$ cat config.mk
export PLATFORM = sky130hd
export DESIGN_NAME = matrix_scan_ctrl
export DESIGN_NICKNAME = d
export VERILOG_FILES = /design/src/rtl/matrix_scan_ctrl.sv
export SDC_FILE = /design/constraint.sdc
export NUM_CORES = 1
export LEC_CHECK = 0
export CORE_MARGIN = 4
export CORE_UTILIZATION = 65
export DETAILED_ROUTE_END_ITERATION = 8
export DONT_BUFFER_PORTS = 1
export MAX_ROUTING_LAYER = met4
export PLACE_DENSITY = 0.84
export SETUP_SLACK_MARGIN = 0.5
export SYNTH_ARGS = -nofsm -noshare
export SYNTH_HDL_FRONTEND = slang
export SYNTH_SLANG_ARGS = --single-unit
export TNS_END_PERCENT = 20
$ cat constraint.sdc
create_clock -name clk -period 8.5 [get_ports clk]
set_input_delay 2.125 -clock clk [delete_from_list [all_inputs] [get_ports clk]]
set_output_delay 2.125 -clock clk [all_outputs]
set_load 0.01 [all_outputs]
$ cat src/rtl/matrix_scan_ctrl.sv
// Column-scan controller for a 5x7 LED matrix with double-buffered frame store.
// Optional macro SCAN_BRIGHTNESS_EN adds a 3-bit brightness input that trims the lit part of DRIVE.
module matrix_scan_ctrl #(
  parameter int N_COLS    = 5,
  parameter int CLK_DIV   = 50000,
  parameter int BLANK_CYC = 500
) (
  input  logic       clk,
  input  logic       reset,
  input  logic       enable,
  input  logic       wr_en,
  input  logic [2:0] wr_col,
  input  logic [6:0] wr_data,
  input  logic       swap_req,
`ifdef SCAN_BRIGHTNESS_EN
  input  logic [2:0] brightness,
`endif
  output logic       swap_ack,
  output logic [2:0] col_sel,
  output logic       col_en,
  output logic [6:0] row_n,
  output logic       frame_start
);

  localparam int TMAX = (CLK_DIV > BLANK_CYC) ? CLK_DIV : BLANK_CYC;
  localparam int TW   = (TMAX > 1) ? $clog2(TMAX) : 1;
  localparam logic [2:0] LAST_COL = 3'(N_COLS - 1);

  typedef enum logic [1:0] {IDLE, BLANK, DRIVE} state_t;

  state_t        state, state_nxt;
  logic [TW-1:0] timer, timer_nxt;
  logic [2:0]    col_nxt;
  logic          col_en_nxt;
  logic [6:0]    row_nxt;
  logic          frame_nxt;
  logic          pending, pending_nxt;
  logic          swap_go;
  logic          blank_end, drive_end;
  logic          wr_ok;

  // Sized to the full 3-bit column space; entries at or above N_COLS are never written.
  logic [6:0] front [8];
  logic [6:0] back  [8];

`ifdef SCAN_BRIGHTNESS_EN
  logic [2:0] bright_q, bright_sel;

  function automatic int duty_limit(input logic [2:0] b);
    return ((int'(b) + 1) * CLK_DIV) / 8;
  endfunction
`endif

  assign blank_end = (timer == TW'(BLANK_CYC - 1));
  assign drive_end = (timer == TW'(CLK_DIV - 1));
  assign wr_ok     = wr_en && ({1'b0, wr_col} < 4'(N_COLS));

  always_comb begin
    state_nxt = state;
    timer_nxt = timer + TW'(1);
    col_nxt   = col_sel;
    if (!enable) begin
      state_nxt = IDLE;
      timer_nxt = '0;
      col_nxt   = '0;
    end else begin
      case (state)
        IDLE: begin
          state_nxt = BLANK;
          timer_nxt = '0;
          col_nxt   = '0;
        end
        BLANK: begin
          if (blank_end) begin
            state_nxt = DRIVE;
            timer_nxt = '0;
          end
        end
        DRIVE: begin
          if (drive_end) begin
            state_nxt = BLANK;
            timer_nxt = '0;
            col_nxt   = (col_sel == LAST_COL) ? 3'd0 : col_sel + 3'd1;
          end
        end
        default: begin
          state_nxt = IDLE;
          timer_nxt = '0;
          col_nxt   = '0;
        end
      endcase
    end

    // Swap only while the display is dark: at the frame boundary or while idle.
    swap_go = (pending || swap_req) &&
              ((state == IDLE) ||
               (enable && state == DRIVE && drive_end && col_sel == LAST_COL));
    pending_nxt = swap_go ? 1'b0 : (pending || swap_req);

    frame_nxt = enable && (state == BLANK) && blank_end && (col_sel == 3'd0);

`ifdef SCAN_BRIGHTNESS_EN
    bright_sel = ((state_nxt == DRIVE) && (state != DRIVE)) ? brightness : bright_q;
    col_en_nxt = (state_nxt == DRIVE) && (int'(timer_nxt) < duty_limit(bright_sel));
`else
    col_en_nxt = (state_nxt == DRIVE);
`endif
    row_nxt = col_en_nxt ? ~front[col_nxt] : 7'h7F;
  end

  always_ff @(posedge clk or posedge reset) begin
    if (reset) begin
      state       <= IDLE;
      timer       <= '0;
      col_sel     <= '0;
      col_en      <= 1'b0;
      row_n       <= 7'h7F;
      frame_start <= 1'b0;
      swap_ack    <= 1'b0;
      pending     <= 1'b0;
`ifdef SCAN_BRIGHTNESS_EN
      bright_q    <= '0;
`endif
      for (int i = 0; i < 8; i++) begin
        front[i] <= '0;
        back[i]  <= '0;
      end
    end else begin
      state       <= state_nxt;
      timer       <= timer_nxt;
      col_sel     <= col_nxt;
      col_en      <= col_en_nxt;
      row_n       <= row_nxt;
      frame_start <= frame_nxt;
      swap_ack    <= swap_go;
      pending     <= pending_nxt;
`ifdef SCAN_BRIGHTNESS_EN
      bright_q    <= bright_sel;
`endif
      // Front takes the pre-write back contents when a write lands on the swap edge.
      if (swap_go) begin
        for (int i = 0; i < 8; i++) front[i] <= back[i];
      end
      if (wr_ok) back[wr_col] <= wr_data;
    end
  end

endmodule

# [Yosys cells after proc, flatten, opt, wreduce, memory -nomap -nowiden]
# Cells that the tools add are included.
[classes] add_sub_neg=2 order_cmp=4 n_eq_ne=6 mux=20 bitwise_logic=3 reduce_logical=13
[op_table] operator="$bwmux 56" n=1
[op_table] operator="$mux 16" n=3
[op_table] operator="$pmux 16 s2" n=1
[op_table] operator="$mux 7" n=4
[op_table] operator="$bmux 7 s3" n=1
[op_table] operator="$demux 7 s3" n=1
[op_table] operator="$add 16x1->16 const B" n=1
[op_table] operator="$eq 16x16->1 const B" n=1
[op_table] operator="$eq 16x9->1 const B" n=1
[op_table] operator="$logic_and 1x1->1" n=9
[op_table] operator="$mux 3" n=3
[op_table] operator="$ge 4x4->1 const B" n=2
[op_table] operator="$not 3->4" n=2
[op_table] operator="$not 7->7" n=1
[op_table] operator="$mux 2" n=3
[op_table] operator="$pmux 2 s3" n=1
[op_table] operator="$pmux 3 s2" n=1
[op_table] operator="$eq 2x2->1 const B" n=2
[op_table] operator="$lt 4x1->1 const B" n=1
[op_table] operator="$add 3x1->3 const B" n=1
[op_table] operator="$eq 3x3->1 const B" n=1
[op_table] operator="$logic_not 3->1" n=1
[op_table] operator="$lt 3x3->1 const B" n=1
[op_table] operator="$eq 2x1->1 const B" n=1
[op_table] operator="3 further kinds" n=4
[word_totals] ff_bits=144 output_inout_bits=13

# [Logic depth before layout (Yosys ltp)]
[logic_depth] depth_word=11 depth_mapped=10 ltp_nobuf=8

# [Worst setup path before layout]
# No wires, ideal clock.
[synth_path] kind="input to register" start="input wr_col[2]" end="register back[49] (netlist bit)" setup_ps=125 t_arrival_ps=3413 required_time_ps=8375 path_slack_ps=4962 stages=2 path_cell_list="nor4b_1 -> mux2_2"
[synth_via] elab_chain_cells=6 word_cells_on_any_way=9
[synth_lines] element="start, declared" line="12" source="input logic [2:0] wr_col,"
[synth_lines] element="$not 3->4 (not written as such)" line="144" source="if (wr_ok) back[wr_col] <= wr_data;"
[synth_lines] element="$ge 4x4->1 (not written as such) / $lt 4x1->1 (equally long branches)" line="144"
[synth_lines] element="$logic_and 1x1->1 (not written as such)" line="144"
[synth_lines] element="$mux 7 (not written as such)" line="144"
[synth_lines] element="$demux 7 s3" line="144"
[synth_lines] element="$bwmux 56" line="144"
[synth_lines] element="end signal, assigned by index" line="144"
[synth_lines] element="end, declared" line="44" source="logic [6:0] back [8];"
# Several ways; a longest one is shown, not always the timed one.
# A chain may end at the register's enable or synchronous reset.

# [Worst setup path after layout]
[layout_path] start="input enable" end="register row_n[6]"
[layout_via] elab_chain_cells=7 word_cells_on_any_way=9
[layout_lines] element="start, declared" line="10" source="input logic enable,"
[layout_lines] element="$mux 3" line="62" source="if (!enable) begin"
[layout_lines] element="$not 3->4 (not written as such)" line="108" source="row_nxt = col_en_nxt ? ~front[col_nxt] : 7'h7F;"
[layout_lines] element="$bmux 7 s3" line="108"
[layout_lines] element="$mux 7 (not written as such) (2 in series)" line="108"
[layout_lines] element="$not 7->7" line="108"
[layout_lines] element="$mux 7 (*)" line="108"
[layout_lines] element="via row_nxt[6]" line="35" source="logic [6:0] row_nxt;"
[layout_lines] element="end signal, assigned" line="133" source="row_n <= row_nxt;"
[layout_lines] element="end, declared" line="21" source="output logic [6:0] row_n,"
# Mark *: on every way through the listed nets, which the timed path passes. The rest lies on a longest branch. The select of a mux whose other input is x is not followed.

==> metrics.txt <==
H-tree depth 4; vias in the first global route 3,543; Synth cell types 45; Vias/cell 6.12; pre-CTS setup slack 4460 ps; Sink Count 144; RSZ-0062 raised after global routing no; Final Critical Period 3660 ps; cell leakage power 2.86 nW; Placer Congestion 0.853; sequential area share after synthesis 60.2%; first-pass GRT wire length 18,900 µm; Post-synth EDFFs 0; Post-synth top cells dfrtp_1 (137), mux2_2 (97), clkbuf_1 (27); area fraction of the dominant cell type after synthesis 57.1%; Layout area overhead 10.1%; Critical path buffers and inverters 0; Final Skew 16.5 ps; final instance area 0.00660 mm²; antenna-violating nets left 0; Routed WL 11,400 µm; Peak VDD IR 207 µV; Clock Path Buffers 2; Async SR Flop Fraction 100%; average size of a mapped cell 13.6 µm²; worst setup margin 4840 ps; wire per inst 20.7 µm; nets 451; fin util 74.6%; max-slew violations 0; CTS Buf Count 17; period utilization 43.0%; top-count cell post-synth dfrtp_1; Top delay family on crit path simple AND/OR/NAND/NOR gates; critical path startpoint category input port; #FFs+latches synth 144; initial antenna violation count 0; Gate Count Post-Synth 441; n_diodes 0; Core Area 0.00885 mm²; Max-Cap Viols 0; Hold Path Class reg2reg; Final Hold Fails 0; predominant post-synthesis flop cell dfrtp_1; Synthesized Nets 463; die area 0.0108 mm²; Synth Warn # 0; Clock transition at path regs 60 ps; filler cell count 548; postcts setup bufs 0; share of layout cells above drive strength 1 34.8%; largest net degree at the start of global routing 82; post-detail-place hpwl 7270 µm; CTS-repair resized insts 0; hold buffers post-CTS 0; drt pass-1 iters 5; I/O Buffers 0; critical path required time 8930 ps; Syn Std Cell Area 0.00600 mm²; DIE HEIGHT 104 µm; DRT iter0 DRCs 231; gr ovfl total 0; top cells by area, synth dfrtp_1 (57%), mux2_2 (18%), mux2i_1 (3.5%); Worst Max-Slew Pin Slew 1190 ps; Root Driver clkbuf_8; CP Class in2reg; # IOs 28; PwrDens 259 mW/mm²; DRC viols 0; Placed Instance Area 0.00604 mm²; critical path fanouts, max 13; clock latency on the worst-skew pair 520 ps; max_slew headroom 19.9%; CP Data Arrival Time 4090 ps; initial core utilization 67.8%; clock tree from TritonCTS yes; Setup TNS 0 ps; Setup Viol. Count Final 0; die width 104 µm; critical path cell sequence nand2_1 > nor3_2 > nor2b_1 > a221oi_1 > o211ai_1; via count 3,364; CP max-delay cell nor3_2; leading area contributor after synthesis dfrtp_1; Worst Setup End Kind flip-flop; achievable frequency 273 MHz; status complete, no violations; row count 34; Total Routing Usage GR 23.2%; critical path's largest stage delay 900 ps
[per-stage QoR]
stage	hold WS, ps	power (mW)	instances
2_1_floorplan	424	0.963	441
3_3_place_gp	360	0.999	518
3_5_place_dp	362	1.02	518
4_1_cts	377	1.72	550
5_1_grt	381	1.78	550
6_report	373	1.71	550
[power breakdown]
part           switching, mW  internal [mW]  leakage [nW]  total, mW
Combinational         0.0693         0.0968         0.742      0.166
Sequential            0.0631          0.781          1.85      0.844
Clock                  0.306          0.397         0.267      0.703
[layout make-up]
class,instances,area [µm²],area share (%)
clock inverters,15,151,2.29
multi-input cells,253,2220,33.6
repair buffers,5,37.5,0.569
well taps,108,135,2.05
inverters,8,35.0,0.531
clock buffers,17,414,6.27
flip-flops and latches,144,3610,54.7
[worst reg2reg max path, stage by stage, from the launching register on]
cell and delay (ps):
dfrtp_1 440, or4_4 580, nor4_4 360, a31oi_1 210, nor3_2 820, nor2b_1 510, a221oi_1 220, o211ai_1 160
[cells in the final DEF (no fill, tap or decap), types with 5 or more instances in the layout]
master       n
ha_1         7
xor2_1       6
nor2_1      22
inv_1        7
xnor2_1      8
nand2_1     17
a221oi_1     7
mux2i_1     21
a21oi_1      6
nor3_1       5
clkbuf_16   16
nand3_1      6
mux2_2      97
o211ai_1     6
dfstp_2      7
dfrtp_1    137
buf_4        5
[sequential cells by signal (all words and copies together), names as in the netlist, 2 cells and up]
signal / cells
back: 56
timer: 16
state: 2
front: 56
col_sel: 3
row_n: 7
[final timing paths]
check	end	cells past startpoint	from	slack, ps
worst max register to register	row_n[6]	7	timer[11]	5100
worst max-delay path	row_n[6]	5	enable	4840
worst min-delay path	back[8]	0	back[8]	370
max in group asynchronous	back[17]	2	reset	5580
worst min register to register	back[8]	0	back[8]	370
min in group asynchronous	front[26]	1	reset	1530
[per-layer routing]
metal	GRT usage [%]	vias up	routed length (µm)	share of wire [%]
met3	7.95	18	770	6.8
met4	9.59	0	233	2.1
met2	33.3	103	5440	48
met1	30.6	1720	4920	43
met5	-	-	0	0
li1	-	1523	-	-
[cell families (layout without fill, tap and decap cells)]
| kind of cell | count (synthesis) | after routing | synth area share (%) |
|---|---|---|---|
| fa+ha+maj | 7 | 7 | 1.46 |
| mux | 118 | 118 | 21.7 |
| buf+inv | 44 | 45 | 3.04 |
| flops | 144 | 144 | 60.2 |
| simple gates | 82 | 82 | 7.38 |
| xor+xnor | 14 | 14 | 2.04 |
| compound gates | 32 | 32 | 4.15 |
(Power assumes the default switching activity.)
